$ cat config.mk
export PLATFORM = sky130hd
export DESIGN_NAME = calc_operand_sequencer
export DESIGN_NICKNAME = d
export VERILOG_FILES = /design/src/rtl/calc_operand_sequencer.sv
export SDC_FILE = /design/constraint.sdc
export NUM_CORES = 1
export LEC_CHECK = 0
export BUFFER_PORTS_ARGS = -buffer_cell sky130_fd_sc_hd__buf_2
export CORE_ASPECT_RATIO = 1.75
export CORE_MARGIN = 3
export CORE_UTILIZATION = 52
export DETAILED_ROUTE_END_ITERATION = 7
export GPL_TIMING_DRIVEN = 0
export PLACE_DENSITY = 0.83
export SYNTH_ARGS = -nofsm -noshare
export SYNTH_HDL_FRONTEND = slang
export SYNTH_SLANG_ARGS = --single-unit
$ cat constraint.sdc
create_clock -name clk -period 3.7 [get_ports clk]
set_input_delay 0.925 -clock clk [delete_from_list [all_inputs] [get_ports clk]]
set_output_delay 0.925 -clock clk [all_outputs]
set_load 0.05 [all_outputs]
$ cat src/rtl/calc_operand_sequencer.sv
// calc_operand_sequencer: assembles A/B/C/op from a byte stream, holds them for one calc execute cycle, returns R/carry over valid/ready
//
// Ports
//   clk, rst_n            clock, asynchronous active-low reset
//   flush                 synchronous abort of the current transaction
//   in_valid/in_ready     byte stream handshake, in_data carries A, B, C, op in order
//   calc_a/b/c/op         registered operands driven into the combinational calc core
//   calc_r/calc_cout      calc core result and carry
//   out_valid/out_ready   result handshake, out_result/out_carry hold the captured result
//   busy                  high whenever a transaction is in progress (state other than LD_A)
//   txn_count             completed result handshakes, wraps at 2^CNT_W
module calc_operand_sequencer #(
   parameter int DATA_W = 8,
   parameter int OP_W   = 2,
   parameter int CNT_W  = 8
) (
   input  logic              clk,
   input  logic              rst_n,
   input  logic              flush,
   input  logic              in_valid,
   output logic              in_ready,
   input  logic [DATA_W-1:0] in_data,
   output logic [DATA_W-1:0] calc_a,
   output logic [DATA_W-1:0] calc_b,
   output logic [DATA_W-1:0] calc_c,
   output logic [OP_W-1:0]   calc_op,
   input  logic [DATA_W-1:0] calc_r,
   input  logic              calc_cout,
   output logic              out_valid,
   input  logic              out_ready,
   output logic [DATA_W-1:0] out_result,
   output logic              out_carry,
   output logic              busy,
   output logic [CNT_W-1:0]  txn_count
);
   typedef enum logic [2:0] {LD_A, LD_B, LD_C, LD_OP, EXEC, HOLD} state_t;
   state_t state, state_nxt;
   logic accept, handshake;
   always_ff @(posedge clk or negedge rst_n)
      if (!rst_n) state <= LD_A;
      else state <= state_nxt;
   always_comb begin
      in_ready  = state inside {LD_A, LD_B, LD_C, LD_OP};
      out_valid = state == HOLD;
      // flush outranks both handshakes: nothing is taken or delivered on that edge
      accept    = in_valid && in_ready && !flush;
      handshake = out_valid && out_ready && !flush;
      state_nxt = state;
      unique case (state)
         LD_A:  state_nxt = accept ? LD_B : LD_A;
         LD_B:  state_nxt = accept ? LD_C : LD_B;
         LD_C:  state_nxt = accept ? LD_OP : LD_C;
         LD_OP: state_nxt = accept ? EXEC : LD_OP;
         EXEC:  state_nxt = HOLD;
         HOLD:  state_nxt = handshake ? LD_A : HOLD;
         default: state_nxt = LD_A;
      endcase
      if (flush) state_nxt = LD_A;
   end
   assign busy = state != LD_A;
   // operands persist after a transaction (and across flush) until overwritten by their own load
   always_ff @(posedge clk or negedge rst_n)
      if (!rst_n) begin
         calc_a  <= '0;
         calc_b  <= '0;
         calc_c  <= '0;
         calc_op <= '0;
      end else if (accept) begin
         if (state == LD_A) calc_a <= in_data;
         if (state == LD_B) calc_b <= in_data;
         if (state == LD_C) calc_c <= in_data;
         if (state == LD_OP) calc_op <= in_data[OP_W-1:0];
      end
   // result is sampled from the combinational core at the edge that closes EXEC
   always_ff @(posedge clk or negedge rst_n)
      if (!rst_n) begin
         out_result <= '0;
         out_carry  <= 1'b0;
      end else if (state == EXEC && !flush) begin
         out_result <= calc_r;
         out_carry  <= calc_cout;
      end
   always_ff @(posedge clk or negedge rst_n)
      if (!rst_n) txn_count <= '0;
      else if (handshake) txn_count <= txn_count + 1'b1;
endmodule
==> flow_summary.json <==
{
  "synth_warnings": 0,
  "yosys_register_bits": 46,
  "synthTopCellsByArea": "dfrtp_1, mux2_2, xor2_1",
  "grt_pass1_wl_um": 6203,
  "final_cells": 245,
  "critPathRequiredTime_ns": 2.77,
  "die_w_um": 51.43,
  "p_int_uw": 929.0,
  "synth_top_area_share_pct": 61.29,
  "syn_area_per_cell_sq_um": 14.67,
  "multi_input_area_sq_um": 690.7,
  "combPwrFrac_pct": 42.8,
  "viasPerCell": 5.294,
  "synth_ff_type": "dfrtp_1",
  "cpMostUsedCell": "buf_2",
  "tns_ns": 0,
  "crit_path_max_fanout": 9,
  "setup_viol_count_final": 0,
  "clockBufferDepth": 2,
  "antenna_cells": 0,
  "grt_pass1_vias": 1389,
  "max_stage_delay_ns": 0.36,
  "critPathKind": "flip-flop to output port",
  "dieArea_sq_um": 4397,
  "gp_congestion": 0.7549,
  "power_frac_seq_pct": 40.5,
  "rsz0062_at_grt": "false",
  "worst_slew_pin_slew_ns": 0.9738,
  "track_usage_pct": 19.00,
  "hold_viol": 0,
  "dr.pass1.iters": 4,
  "synth_cells": 128,
  "start_kind": "flip-flop",
  "syn_to_final_growth_pct": 24.38,
  "numCtsBuffers": 5,
  "core_area_sq_um": 3433,
  "cts_hold_buf": 0,
  "path_delay_family": "buffers and inverters",
  "routed_wl_um": 3707,
  "portBuffers": 65,
  "p_leak_nw": 1.194,
  "hp-start": "txn_count[7]$_DFFE_PN0P_",
  "maxSlewViolCount": 0,
  "rows": 28,
  "status": "complete, no violations",
  "finalCriticalPeriod_ns": 2.499,
  "ys_async_sr_fraction_pct": 100.0,
  "place_inst": 238,
  "peakVddDrop_v": 0.0005127,
  "antenna_found_initial": 0,
  "postCtsSetupRepairBufs": 0,
  "slew-limit-headroom_pct": 35.08,
  "drc": 0,
  "crit_buf_inv": 3,
  "synth_seq_area_share_pct": 61.29,
  "p_sw_share_pct": 44.31,
  "vias": 1297,
  "synth-edff-count": 0,
  "slowest_stage": "dfrtp_1",
  "grt_max_degree": 47,
  "die_h_um": 85.50,
  "drtIter0Drc": 19,
  "min_period_over_period_pct": 67.54,
  "crit_start": "state[1]$_DFF_PN0_",
  "clkPwrFrac_pct": 16.7,
  "cts_resized": 0,
  "power_switching_uw": 739.2,
  "synth_most_common_cell": "dfrtp_1",
  "synth_top_cell_by_area": "dfrtp_1",
  "cts_htree_levels": 2,
  "grt-ovfl-total": 0,
  "num-fill-cells": 291,
  "hold_path_class": "flip-flop to flip-flop",
  "post-route-util_pct": 68.04,
  "top_level_ports": 68,
  "p_per_area_nw_per_um2": 714.1,
  "synthesis.nets": 151,
  "clock_sinks": 46,
  "endpoint_kind": "output port",
  "syn-cell-area_sq_um": 1878,
  "arrival_ns": 1.57,
  "wl_per_cell_um": 15.13,
  "cts_tree": "yes",
  "cap_violations": 0,
  "path_clk_slew_ns": 0.07,
  "yosys-top-cells-count": "dfrtp_1, mux2_2, nand2_1, xor2_1, xnor2_1",
  "r2r-start": "state[0]$_DFF_PN0_",
  "finClkSkew_ns": 0.005372,
  "dp_hpwl_um": 2863,
  "drive_above_1_share_pct": 56.00,
  "crit_chain": "buf_2, nand3b_1, inv_1, buf_2",
  "regArea_sq_um": 1151,
  "initial_core_util_pct": 54.70,
  "total_power_mw": 1.668,
  "cts-root-buf": "clkbuf_8",
  "ant_nets": 0,
  "finalNetCount": 223,
  "timing.fmax_mhz": 400.2,
  "synth.distinct_cells": 23,
  "clk_latency_ns": 0.30
}
[routing by layer]
metal / up-vias / track usage (%) / part of all wire (%) / routed length (um)
li1: 592 / - / - / -
met1: 637 / 20.50 / 35 / 1304
met2: 61 / 33.41 / 54 / 1992
met3: 7 / 6.435 / 9.2 / 342
met4: 0 / 7.160 / 1.8 / 68
met5: - / 0 / 0 / 0
[per-stage QoR]
stage	setup slack, ns	instance area [sq um]	hold WS (ns)
6_report	1.201	2336	0.4636
5_1_grt	1.106	2336	0.5058
2_1_floorplan	1.607	1878	0.5535
4_1_cts	1.192	2336	0.4724
3_5_place_dp	1.274	2260	0.4592
3_3_place_gp	1.402	2260	0.4548
[flip-flops by register name, summed over array words and instances, names as in the netlist]
| register | flops |
|---|---|
| calc_a | 8 |
| calc_b | 8 |
| out_result | 8 |
| calc_op | 2 |
| calc_c | 8 |
| out_carry | 1 |
| state | 3 |
| txn_count | 8 |
[area by class of cell]
type                    instances  area share (%)
plain buffers                   4           1.071
multi-input cells              75           29.57
flip-flops and latches         46           49.28
inverters                       3          0.4821
well taps                      45           2.410
repair buffers                 65           13.93
clock buffers                   7           3.267
[cell families (layout without fill, tap and decap cells)]
logic type	Yosys count	count (layout)	share of synthesized area (%)
DFF	46	46	61.29
buffers and inverters	7	79	1.932
xor gates and xnor gates	9	9	4.197
muxes	36	36	21.59
adders and majority gates	1	1	0.6661
AOI/OAI and AO/OA	3	3	0.7992
and+or+nand+nor	26	26	9.527
[power by group through the flow]
stage | sequential, mW | combinational, mW | clock, mW
after CTS | 0.676 | 0.721 | 0.289
final | 0.676 | 0.714 | 0.278
after detailed placement | 0.684 | 0.721 | 0
after global placement | 0.675 | 0.710 | 0
after floorplan | 1.09 | 0.135 | 0
after global routing | 0.690 | 0.744 | 0.308
[cells in the final DEF, fill, tap and decap left out]
cell and count:
clkbuf_8 5, nand4_1 3, or4b_1 1, and3_1 1
xnor2_1 4, ha_1 1, inv_1 2, nand3b_1 2
nor3_1 3, dfrtp_1 46, a21oi_1 3, nand4b_1 1
mux2_2 36, clkbuf_1 3, nand2_1 5, buf_6 1
and4b_1 1, inv_2 1, nor4_4 2, nor3b_1 1
nor2_1 3, xor2_1 5, nand3_1 3, buf_2 67
[path summary, 6_finish.rpt]
| kind | endpoint | slack [ns] | cells after the start |
|---|---|---|---|
| min in group asynchronous | calc_c[6]$_DFFE_PN0P_ | 0.79 | 1 |
| max reg2reg | calc_b[2]$_DFFE_PN0P_ | 1.96 | 4 |
| min reg2reg | txn_count[7]$_DFFE_PN0P_ | 0.46 | 1 |
| max | out_valid | 1.20 | 4 |
| min | txn_count[7]$_DFFE_PN0P_ | 0.46 | 1 |
| max in group asynchronous | txn_count[0]$_DFFE_PN0P_ | 2.31 | 1 |
Power figures use the tool's default switching activity.
